## config.mk

```make
export PLATFORM = sky130hd
export DESIGN_NAME = memory_access_block
export DESIGN_NICKNAME = d
export VERILOG_FILES = /design/src/rtl/mem_stage_pkg.sv /design/src/rtl/mux_2by1.sv /design/src/rtl/memory_access_block.sv
export SDC_FILE = /design/constraint.sdc
export NUM_CORES = 1
export LEC_CHECK = 0
export CORE_AREA = 2 2 91 93
export CTS_BUF_LIST = sky130_fd_sc_hd__clkbuf_16
export CTS_CLUSTER_SIZE = 40
export DETAILED_ROUTE_END_ITERATION = 16
export DIE_AREA = 0 0 93 95
export PLACE_DENSITY = 0.7
export SYNTH_ARGS = -nofsm -noshare
export SYNTH_HDL_FRONTEND = slang
export SYNTH_SLANG_ARGS = --single-unit
```

## constraint.sdc

```tcl
create_clock -name Clock -period 3.1 [get_ports Clock]
set_input_delay 0.31 -clock Clock [delete_from_list [all_inputs] [get_ports Clock]]
set_output_delay 0.31 -clock Clock [all_outputs]
set_load 0.01 [all_outputs]
```

## src/rtl/mem_stage_pkg.sv

```systemverilog
// Shared opcode, width and strobe constants for the memory-access stage.
package mem_stage_pkg;

    localparam int DATA_W = 32;
    localparam int ADDR_W = 16;
    localparam int OP_W   = 4;

    localparam logic [OP_W-1:0] OP_LDR = 4'b1000;
    localparam logic [OP_W-1:0] OP_STR = 4'b1001;

    localparam logic MEM_READ  = 1'b0;
    localparam logic MEM_WRITE = 1'b1;

    function automatic logic is_mem_op(input logic [OP_W-1:0] op);
        return (op == OP_LDR) || (op == OP_STR);
    endfunction

endpackage

```

## src/rtl/mux_2by1.sv

```systemverilog
// Purpose: 32-bit two-input selector; Out = In1 when Select is 0, In2 when 1.
// Latency: combinational, zero cycles.
// Backpressure: none, pure datapath.
module mux_2by1
    import mem_stage_pkg::*;
(
    input  logic              Select,
    input  logic [DATA_W-1:0] In1,
    input  logic [DATA_W-1:0] In2,
    output logic [DATA_W-1:0] Out
);

    assign Out = Select ? In2 : In1;

endmodule

```

## src/rtl/memory_access_block.sv

```systemverilog
// Purpose: MEM stage; drives memory address/data/strobe and captures load data.
// Latency: address/data/strobe combinational; LDR valid one edge after a load.
// Backpressure: none; one access per cycle, memory must answer in-cycle.
module memory_access_block
    import mem_stage_pkg::*;
(
    input  logic              Clock,
    input  logic              Reset,
    input  logic [DATA_W-1:0] DataIn,
    output logic [DATA_W-1:0] DataOut,
    output logic              ReadWrite,
    output logic [ADDR_W-1:0] Address,
    output logic [DATA_W-1:0] LDR,
    input  logic [DATA_W-1:0] Source1,
    input  logic [DATA_W-1:0] Source2,
    input  logic [DATA_W-1:0] Result,
    input  logic [OP_W-1:0]   OpCode,
    input  logic [ADDR_W-1:0] PCInstruction
);

    logic              is_ldr;
    logic              is_str;
    logic              is_mem;
    logic [DATA_W-1:0] addr_sel;

    assign is_ldr = (OpCode == OP_LDR);
    assign is_str = (OpCode == OP_STR);
    assign is_mem = is_mem_op(OpCode);

    // Both candidates are zero-extended; the upper half of the mux output is dropped.
    mux_2by1 u_addr_mux (
        .Select (is_mem),
        .In1    ({{(DATA_W-ADDR_W){1'b0}}, PCInstruction}),
        .In2    ({{(DATA_W-ADDR_W){1'b0}}, Result[ADDR_W-1:0]}),
        .Out    (addr_sel)
    );

    assign Address   = addr_sel[ADDR_W-1:0];
    assign ReadWrite = (is_str && !Reset) ? MEM_WRITE : MEM_READ;
    assign DataOut   = is_str ? Source2 : '0;

    always_ff @(posedge Clock or posedge Reset) begin
        if (Reset) begin
            LDR <= '0;
        end else if (is_ldr) begin
            LDR <= DataIn;
        end
    end

    // Operand and address bits the stage deliberately does not use.
    logic unused_inputs;
    assign unused_inputs = ^{Source1, Result[DATA_W-1:ADDR_W], addr_sel[DATA_W-1:ADDR_W]};

endmodule

```

==> Yosys cells after proc, flatten, opt, wreduce, memory -nomap -nowiden <==
Cells that the tools add are included.
{ "totals": {"ff_bits": 32, "latch_bits": 0, "ramBits": 0, "mem_bits_ro": 0, "out_inout_bits": 81, "word_cells": 9, "n_memories": 0} }
{ "op_classes": {"addsub": 0, "n_mul": 0, "div": 0, "magnitude_cmp": 0, "eq_ne": 2, "n_shift": 0, "muxes": 3, "n_bitwise": 0, "reduce_logical": 3} }
{ "ops": {"columns": ["operator", "count"], "rows": [
  ["two-way mux 32 bit", 1],
  ["two-way mux 16 bit", 1],
  ["equality test 4 bit (second input constant)", 2],
  ["logical AND 1 bit", 1],
  ["zero test 1 bit", 1],
  ["logical OR 1 bit", 1],
  ["two-way mux 1 bit", 1]
]} }

==> Longest topological paths before layout <==
{ "depth": {"word_depth": 3, "ltp_mapped": 3} }

==> Hierarchy <==
From an unflattened synthesis, not the netlist that was laid out.
{ "hier_totals": {"cells_unflattened": 144, "hier_area_um2": 2008.2} }
{ "by_module_without_submodules": {"columns": ["module", "n_inst", "cells_per_inst", "area_each_um2"], "rows": [
  ["memory_access_block", 1, 108, 1463.9],
  ["mux_2by1", 1, 36, 544.3]
]} }

==> Least setup slack after synthesis <==
Ideal clock, no wire load.
{ "synth_path": {"path_type": "input to output", "start": "input Reset", "end": "output ReadWrite", "arrival_ns": 1.274, "required_time_ns": 2.790, "path_slack_ns": 1.516, "cell_stages": 2, "path_buffers": 0, "path_cell_list": "inv_1 and2_1"} }
{ "synth_between": {"elab_chain_len": 3} }
{ "synth_rtl": {"columns": ["element", "line", "text"], "rows": [
  ["start: declaration", "memory_access_block.sv:8", "input logic Reset,"],
  ["zero test 1 bit (no source line)", null, null],
  ["logical AND 1 bit", "memory_access_block.sv:39", "assign ReadWrite = (is_str && !Reset) ? MEM_WRITE : MEM_READ;"],
  ["two-way mux 1 bit", "memory_access_block.sv:39", null],
  ["end: declaration", "memory_access_block.sv:11", "output logic ReadWrite,"]
]} }
No other way between the ends.

==> Worst setup path in the final report <==
{ "layout_path": {"start": "input OpCode[1]", "end": "output DataOut[22]"} }
{ "layout_between": {"elab_chain_len": 2} }
{ "layout_rtl": {"columns": ["element", "line", "text"], "rows": [
  ["start: declaration", "memory_access_block.sv:17", "input logic [OP_W-1:0] OpCode,"],
  ["equality test 4 bit", "memory_access_block.sv:27", "assign is_str = (OpCode == OP_STR);"],
  ["two-way mux 32 bit", "memory_access_block.sv:40", "assign DataOut = is_str ? Source2 : '0;"],
  ["end: declaration", "memory_access_block.sv:10", "output logic [DATA_W-1:0] DataOut,"]
]} }
No other way between the ends.

==> reports/metrics.yaml <==
critical_path:
  path_cells: "clkdlybuf4s50_1 > and4bb_2 > and2_1 > clkdlybuf4s50_1"
  endpoint: "DataOut[22]"
  cp_num_cells: 4
  r2r_slack_ns: 2.33
  critPathMaxFanout: 33
  reg2reg_to: "LDR[27]"
  crit_buf_inv: 2
  crit_start: "OpCode[1]"
  reg2regPathDepth: 1
  r2r-start: "LDR[27]"
  slowest_stage: "and4bb_2"
  critPathKind: "in2out"
  start_kind: "input pin"
  critPathCaptureType: "primary output"
  cpPeakStageDelay_ns: 0.61
  critical-path-top-delay-family: "buffers and inverters"
  cp_common_cell: "clkdlybuf4s50_1"
  cp.required_ns: 2.79
  critPathArrivalTime_ns: 2.19
routing:
  top_layer: "met4"
  wl_met3_um: 399
  met2_length_um: 2940
  viasPerCell: 4.03
  drc: 0
  routedWlPerCell_um: 13.2
  ant_nets: 0
  drtIter0Drc: 29
  drt_pass1_iterations: 2
  wl_um: 5470
  wl_met1_um: 2090
  vias: 1671
die:
  die_h_um: 95
  fp-row-count: 33
  start_util: 0.209
  core-area_um2: 7930
  die_w_um: 93
  die-area_um2: 8840
  ioPinCount: 231
synthesis:
  synthCells: 124
  synth-simple-area-share: 0.154
  synth_top_family_by_area: "multiplexers"
  synth_fp_nets: 274
  synthAdderAreaFrac: 0
  yosysSeqAreaShare: 0.483
  synth_top_area_cell: "dfrtp_1"
  synth_area_um2: 1660
  yosysUniqueCellTypes: 10
  synth_top_area_frac: 0.483
  ys_warn_count: 0
  synth_compound_area_frac: 0
  synth_seq_cells: 32
  muxShareOfSynthArea: 0.326
  synth_area_leaders: "dfrtp_1, mux2_2, and2_1"
  syn_area_per_cell_um2: 13.4
  synth_xor_area_frac: 0
cts:
  clock_latency_ns: 0.26
  postCtsSetupBuffers: 0
  cts.clk_slew.worst_paths_ns: 0.05
  htree_levels: 2
  hold_buffers: 0
  tritoncts: "done"
  clk_path_buf_depth: 2
  cts_resized: 0
  clock-sinks: 32
  root_buffer: "clkbuf_16"
  tritoncts.num_buffers: 5
timing:
  rsz0062_at_grt: "false"
  tns_ns: 0
  period_minus_slack_ns: 2.50
  hold_viol_final: 0
  tightest_slew_ns: 0.421
  post-route-period-util: 0.806
  hold_slack_ns: 0.459
  setup_viol: 0
  timing.fmax_ghz: 0.400
  maxSlewViolCount: 0
  max_slew_margin: 0.719
  finClkSkew_ns: 0
power:
  pwr-share-seq: 0.359
  intPower_mw: 1.18
  switching_share: 0.235
  combPwrFrac: 0.356
  ir_worst_vdd_mv: 0.195
  power.share.clock: 0.285
  p_leak_nw: 1.47
  power-per-cell-area_nw_per_um2: 416
  power_mw: 1.55
  p_sw_mw: 0.363
placed_design:
  port_buffers: 182
  hpwl_um: 4570
  gp_congestion: 0.692
run_status:
  status: "completed"
grt:
  grt_pass1_vias: 1664
  grt_max_degree: 34
  antenna_found_initial: 0
  grt_pass1_wl_um: 7980
  grt_use_total: 0.115
  overflow: 0
layout:
  final_nets: 460
  largest_register: "LDR"
  area_delta_synth_final_pct: 124
  post_route_cells_drive_above_1_share: 0.190
  reg_top3: "LDR (32)"
  diodes: 0
  largest_reg_flops: 32
hold_path:
  hp-class: "in2async"
run:
  cap_violations: 0
-- power by group through the flow --
stage                     clock (mW)  combinational, mW  sequential (mW)
after floorplan                    0              0.134            0.605
after global placement             0              0.553            0.557
after detailed placement           0              0.558            0.562
after CTS                      0.457              0.560            0.557
after global routing           0.483              0.585            0.566
final                          0.441              0.551            0.554
-- metal layers --
metal,GRT usage,vias to the layer above
met5,0,-
met4,0.0331,0
met3,0.0375,2
met2,0.204,84
met1,0.133,785
li1,-,800
-- kinds of logic after synthesis --
logic type / after synthesis
AND/OR/NAND/NOR: 36
multiplexers: 48
flip-flops: 32
buffers and inverters: 8
-- layout make-up --
class,instances,area [um2]
fill,755,4210
clock inverter,2,8.76
tap,105,131
inverter,1,3.75
clock buffer,5,125
timing repair buffer,186,1850
sequential,32,801
multi-input combinational,84,796
-- worst min-delay path, cell delays in order --
cell             delay (ns)
clkdlybuf4s50_1        0.40
inv_1                  0.07
buf_4                  0.36
-- worst min path at each step --
stage                 from  endpoint  slack (ns)  depth (start not counted)
floorplan            Reset    LDR[0]        0.43                          1
global placement    LDR[1]    LDR[1]        0.47                          1
detailed placement  LDR[1]    LDR[1]        0.48                          1
CTS                  Reset    LDR[3]        0.49                          3
global route        LDR[1]    LDR[1]        0.50                          1
finish               Reset    LDR[6]        0.46                          3
-- cell usage in the layout (no fill, tap or decap) --
cell type,n
clkbuf_16,5
and4bb_2,1
buf_4,4
inv_1,2
clkdlybuf4s50_1,182
dfrtp_1,32
mux2_2,46
mux2_1,2
nor3b_2,1
and2_1,33
clkinv_2,1
nor4b_4,1
-- cell usage after synthesis --
library cell / number
and2_1: 33
and4bb_2: 1
buf_6: 4
clkbuf_1: 3
dfrtp_1: 32
inv_1: 1
mux2_1: 2
mux2_2: 46
nor3b_2: 1
nor4b_4: 1
-- metrics by stage --
step / std cells / utilization / setup WS [ns] / instance area, um2
CTS: 415 / 0.469 / 0.542 / 3720
detailed placement: 408 / 0.452 / 0.542 / 3580
global route: 415 / 0.469 / 0.477 / 3720
finish: 415 / 0.469 / 0.601 / 3720
floorplan: 124 / - / 1.52 / 1660
global placement: 408 / 0.452 / 0.606 / 3580
Note: power is estimated with default switching activity, not from simulation.
